File: src/rtl/fetch_unit.sv
// -----------------------------------------------------------------------------
// fetch_unit
//
// Instruction fetch stage. Issues word-aligned requests to an instruction
// memory with a request/ready handshake and fills a single IF/ID slot for the
// decoder. A one-entry buffer catches a response that lands while the decoder
// is stalled, so no fetched word is lost or re-fetched. Redirects (branch,
// jump, iret, exception) take priority over stall and over returning data.
// A redirect that arrives while a request is still outstanding cannot cancel
// that request, so the old request is drained and its data thrown away.
//
// Parameters
//   RESET_PC   first fetch address after reset
//   NOP_INSTR  encoding driven on if_instr whenever if_valid=0
//
// Ports
//   clk             single clock, rising edge
//   rst             synchronous reset, active low
//   stall           decoder not accepting; IF/ID slot frozen
//   redirect_valid  redirect_pc is a new fetch target this cycle
//   redirect_pc     redirect target, bits [1:0] ignored
//   imem_req        request to instruction memory
//   imem_addr       request address, word aligned
//   imem_ready      response valid, completes the outstanding request
//   imem_rdata      instruction word, valid with imem_ready
//   if_valid        IF/ID slot holds a real instruction
//   if_instr        instruction to decode (NOP_INSTR when if_valid=0)
//   if_pc           address of if_instr
//
// State     | meaning
// ----------+-----------------------------------------------------------------
// S_IDLE    | one cycle after reset release, no request issued
// S_FETCH   | request for pc outstanding
// S_DRAIN   | redirected while a request was outstanding; finish and discard
// S_BLOCKED | response captured in the buffer during a stall, no request
// -----------------------------------------------------------------------------
module fetch_unit #(
  parameter logic [31:0] RESET_PC  = 32'h0000_1000,
  parameter logic [31:0] NOP_INSTR = 32'h0000_0013
) (
  input  logic        clk,
  input  logic        rst,
  input  logic        stall,
  input  logic        redirect_valid,
  input  logic [31:0] redirect_pc,
  output logic        imem_req,
  output logic [31:0] imem_addr,
  input  logic        imem_ready,
  input  logic [31:0] imem_rdata,
  output logic        if_valid,
  output logic [31:0] if_instr,
  output logic [31:0] if_pc
);

  typedef enum logic [1:0] {
    S_IDLE    = 2'd0,
    S_FETCH   = 2'd1,
    S_DRAIN   = 2'd2,
    S_BLOCKED = 2'd3
  } state_t;

  state_t      state_q, state_d;
  logic [31:0] pc_q, pc_d;
  logic [31:0] drain_addr_q, drain_addr_d;

  logic        buf_valid_q, buf_valid_d;
  logic [31:0] buf_instr_q, buf_instr_d;
  logic [31:0] buf_pc_q, buf_pc_d;

  logic        if_valid_q, if_valid_d;
  logic [31:0] if_instr_q, if_instr_d;
  logic [31:0] if_pc_q, if_pc_d;

  logic [31:0] redirect_target;
  logic [31:0] pc_plus4;

  assign redirect_target = {redirect_pc[31:2], 2'b00};
  // Plain 32-bit add: wraps from 32'hFFFF_FFFC to 32'h0000_0000 silently.
  assign pc_plus4        = pc_q + 32'd4;

  always_ff @(posedge clk) begin
    if (!rst) begin
      state_q      <= S_IDLE;
      pc_q         <= RESET_PC;
      drain_addr_q <= RESET_PC;
      buf_valid_q  <= 1'b0;
      buf_instr_q  <= NOP_INSTR;
      buf_pc_q     <= 32'h0;
      if_valid_q   <= 1'b0;
      if_instr_q   <= NOP_INSTR;
      if_pc_q      <= 32'h0;
    end else begin
      state_q      <= state_d;
      pc_q         <= pc_d;
      drain_addr_q <= drain_addr_d;
      buf_valid_q  <= buf_valid_d;
      buf_instr_q  <= buf_instr_d;
      buf_pc_q     <= buf_pc_d;
      if_valid_q   <= if_valid_d;
      if_instr_q   <= if_instr_d;
      if_pc_q      <= if_pc_d;
    end
  end

  always_comb begin
    state_d      = state_q;
    pc_d         = pc_q;
    drain_addr_d = drain_addr_q;
    buf_valid_d  = buf_valid_q;
    buf_instr_d  = buf_instr_q;
    buf_pc_d     = buf_pc_q;
    if_valid_d   = if_valid_q;
    if_instr_d   = if_instr_q;
    if_pc_d      = if_pc_q;
    imem_req     = 1'b0;
    imem_addr    = pc_q;

    // Request outputs depend only on state, so they stay stable for the
    // whole life of a request regardless of what happens to pc meanwhile.
    case (state_q)
      S_FETCH: begin
        imem_req  = 1'b1;
        imem_addr = pc_q;
      end
      S_DRAIN: begin
        imem_req  = 1'b1;
        imem_addr = drain_addr_q;
      end
      default: begin
        imem_req  = 1'b0;
        imem_addr = pc_q;
      end
    endcase

    if (redirect_valid) begin
      // Redirect wins over stall and over any data returning this cycle.
      pc_d        = redirect_target;
      buf_valid_d = 1'b0;
      if_valid_d  = 1'b0;
      if_instr_d  = NOP_INSTR;
      case (state_q)
        S_FETCH: begin
          if (imem_ready) begin
            state_d = S_FETCH;
          end else begin
            // The live request cannot be withdrawn; remember its address.
            state_d      = S_DRAIN;
            drain_addr_d = pc_q;
          end
        end
        S_DRAIN: begin
          // drain_addr_q keeps the address of the request still in flight.
          state_d = imem_ready ? S_FETCH : S_DRAIN;
        end
        default: begin
          state_d = S_FETCH;
        end
      endcase
    end else begin
      case (state_q)
        S_IDLE: begin
          state_d = S_FETCH;
          if (!stall) begin
            if_valid_d = 1'b0;
            if_instr_d = NOP_INSTR;
          end
        end

        S_FETCH: begin
          if (imem_ready) begin
            pc_d = pc_plus4;
            if (stall) begin
              // Decoder busy: park the word, stop requesting until it drains.
              buf_valid_d = 1'b1;
              buf_instr_d = imem_rdata;
              buf_pc_d    = pc_q;
              state_d     = S_BLOCKED;
            end else begin
              if_valid_d = 1'b1;
              if_instr_d = imem_rdata;
              if_pc_d    = pc_q;
            end
          end else if (!stall) begin
            if_valid_d = 1'b0;
            if_instr_d = NOP_INSTR;
          end
        end

        S_DRAIN: begin
          // Data from the abandoned request is never forwarded.
          if (imem_ready) begin
            state_d = S_FETCH;
          end
          if (!stall) begin
            if_valid_d = 1'b0;
            if_instr_d = NOP_INSTR;
          end
        end

        S_BLOCKED: begin
          if (!stall) begin
            if_valid_d  = 1'b1;
            if_instr_d  = buf_instr_q;
            if_pc_d     = buf_pc_q;
            buf_valid_d = 1'b0;
            state_d     = S_FETCH;
          end
        end

        default: begin
          state_d = S_IDLE;
        end
      endcase
    end
  end

  assign if_valid = if_valid_q;
  assign if_instr = if_instr_q;
  assign if_pc    = if_pc_q;

endmodule

File: config.mk
export PLATFORM = sky130hd
export DESIGN_NAME = fetch_unit
export DESIGN_NICKNAME = d
export VERILOG_FILES = /design/src/rtl/fetch_unit.sv
export SDC_FILE = /design/constraint.sdc
export NUM_CORES = 1
export LEC_CHECK = 0
export CAP_MARGIN = 30
export CORE_MARGIN = 1
export CORE_UTILIZATION = 49
export CTS_CLUSTER_SIZE = 40
export DETAILED_ROUTE_END_ITERATION = 10
export HOLD_SLACK_MARGIN = 0.08
export PLACE_DENSITY = 0.77
export RECOVER_POWER = 100
export SLEW_MARGIN = 15
export SYNTH_ARGS = -nofsm -noshare
export SYNTH_HDL_FRONTEND = slang
export SYNTH_SLANG_ARGS = --single-unit
File: constraint.sdc
create_clock -name clk -period 2.7 [get_ports clk]
set_input_delay 0.675 -clock clk [delete_from_list [all_inputs] [get_ports clk]]
set_output_delay 0.675 -clock clk [all_outputs]
set_load 0.01 [all_outputs]
==> flow_summary.toml <==
[cells_and_area]
fin_nets = 1200
layout-drive-gt1-share_pct = 10.0
finalNonFillerCells = 1359
syn_to_final_growth_pct = 29.3

[sta]
hold_viol_final = 0
finalMaxSlewViolations = 0
setup_viol = 0
worstMarginPinSlew_ps = 730
min_period_ps = 2640
fin_ws_ps = 63.1
clock.fmax_mhz = 379
slew_headroom_pct = 51.3
min_period_over_period_pct = 97.7
clock_skew_ps = 8.44

[synthesis]
postSynthCellCount = 1001
ys_seq_elements = 187
syn_avg_cell_area_um2 = 8.29
yosys_warnings = 0
ys_types = 54
synth_edf_count = 0
synth_top_cell_area_share_pct = 45.1
synth_common_cells = "nand2_1, dfxtp_1, a21oi_1"
yosysSeqAreaShare_pct = 45.1
yosysTopAreaCell = "dfxtp_1"
synth_flop_cell = "dfxtp_1"
syn_area_um2 = 8300
synth.most_common_cell = "nand2_1"
synth_area_leaders = "dfxtp_1, nand2_1, a21oi_1, a211oi_1, mux2i_1"
ys_async_sr_fraction_pct = 0

[grt]
grt_pass1_vias = 6931
grt_max_degree = 63
grt_pass1_wl_um = 35400
antenna_found_initial = 1
grtUsageTotal_pct = 25.4
overflow = 0

[floorplan]
design.portCount = 167
dieArea_um2 = 17500
die_width_um = 132
die_h_um = 132
start_util_pct = 50.0
coreArea_um2 = 16600
std_cell_rows = 47

[clock_tree]
cts.sinks = 187
clk_latency_ps = 430
clock_path_buffers = 2
root_buffer = "clkbuf_16"
cts_hold_buf = 0
cts_tree = "built"
cts_max_level = 4
numCtsBuffers = 17
cts_setup_buffers = 0
clk_pin_slew_ps = 70

[routing]
num_vias = 7565
post_drt_wl_per_cell_um = 16.3
wl_um = 22200
first_pass_iters = 5
vias_per_cell = 5.57
drtAntennaViolNets = 0
drc = 0
drtIter0Drc = 662

[critical_path]
rr_endpoint = "if_instr[4]"
crit_fanout = 14
crit_path_start = "state_q[0]"
r2r_slack_ps = 240
endpoint = "imem_addr[12]"
reg2reg_depth = 7
worstSetupPathType = "reg2out"
required_ps = 2030
startpoint_type = "register"
timing.rr.start = "state_q[1]"
critPathArrivalTime_ps = 1960
endpoint_kind = "output port"

[placement]
dpl.hpwl_um = 14800
dp.cells = 1326
gp_congestion = 0.839
numPortBuffers = 160
dp_slack_ps = 46.0

[power]
powerDensity_nw_per_um2 = 593
total_power_mw = 6.36
p_leak_nw = 3.90
ir_drop_mv = 0.492

[min_path]
hp-class = "reg2reg"
min_path_cells = 2

[job]
maxCapViolCount = 0

[outcome]
status = "finished, final reports clean"
-- per-layer routing --
metal  wire length (um)  global-route usage, %  vias to the layer above
met1               9710                   32.7                     3559
li1                   -                      -                     3748
met3               1150                   5.04                       29
met5                  0                      0                        -
met2              10800                   42.2                      229
met4                456                   9.17                        0
-- worst max-delay path, stage by stage (launching register included) --
cell and delay (ps):
dfxtp_1 330, inv_1 150, ha_4 210, buf_12 170, mux2_2 370, dlygate4sd2_1 300
-- report_power, final --
group	internal (mW)	switching [mW]	total, mW
sequential	2.86	0.0906	2.95
clock	1.40	1.10	2.49
combinational	0.433	0.492	0.924
-- sequential cells by signal, summed over array words and instances, names as in the netlist, named ones only --
signal,count
buf_pc_q,30
if_instr,32
if_pc,30
drain_addr_q,30
buf_instr_q,32
pc_q,30
state_q,2
-- cells by family (layout without fill, tap and decap cells) --
kind of cell	count (synthesis)	in the layout	synth area share (%)
fa+ha+maj	5	5	0.754
flops	187	187	45.1
buf+inv	112	246	5.78
mux	58	58	7.39
other cells	1	5	0.0452
xor+xnor	12	12	1.27
simple gates	367	367	19.3
compound gates	259	259	20.3
-- final cells by class --
type                            count  area, um2
Fill cell                        1415       5860
Inverter                           10       40.0
Clock buffer                       19        443
Tap cell                          220        275
Timing Repair Buffer              205       1970
Antenna cell                        1       2.50
Sequential cell                   187       3740
Multi-Input combinational cell    705       4110
Clock inverter                     12        139
-- cells in the final DEF (no fill, tap or decap), types with 3 or more instances in the layout --
cell type and count:
and3_1 3, xnor2_1 8, nand2_1 204, mux2i_1 32, clkbuf_2 6, nor2b_1 3
clkbuf_1 5, nand3_1 14, a22o_1 29, nor4_1 8, dfxtp_1 187, inv_1 8
or4_1 5, buf_12 6, nand2b_1 4, buf_4 26, dlygate4sd2_1 30, a211oi_1 46
clkbuf_16 18, clkdlybuf4s50_1 67, ha_1 4, a22oi_1 29, mux2_2 26, o21ai_1 3
a221oi_1 4, a31oi_1 9, nor2_1 83, dlygate4sd3_1 63, xor2_1 4, and4_1 5
nor3_1 6, nand4_1 11, o31ai_1 5, clkinv_2 3, a21oi_1 96, o21ai_0 23
or3_1 8, conb_1 4
-- per-stage QoR --
| stage | cell area, um2 | hold slack (ps) | util, % | setup TNS (ps) |
|---|---|---|---|---|
| 6_report | 10700 | 453 | 64.7 | 0 |
| 3_3_place_gp | 10200 | 438 | 61.4 | 0 |
| 5_1_grt | 10700 | 467 | 64.7 | -1.03 |
| 2_1_floorplan | 8310 | 433 | - | 0 |
| 4_1_cts | 10700 | 453 | 64.8 | 0 |
| 3_5_place_dp | 10200 | 443 | 61.4 | 0 |
-- worst min-delay path by stage --
stage / to / slack, ps / from
2_1_floorplan: drain_addr_q[10] / 430 / drain_addr_q[10]
3_3_place_gp: drain_addr_q[19] / 440 / drain_addr_q[19]
3_5_place_dp: drain_addr_q[9] / 440 / drain_addr_q[9]
4_1_cts: drain_addr_q[9] / 450 / drain_addr_q[9]
5_1_grt: drain_addr_q[9] / 470 / drain_addr_q[9]
6_report: buf_pc_q[14] / 450 / buf_pc_q[14]
-- timing repair --
action | CTS | global route
gates cloned | 0 | 1
resized for setup | 35 | 1
setup endpoints to repair | 30 | 21
(Power assumes the default switching activity.)
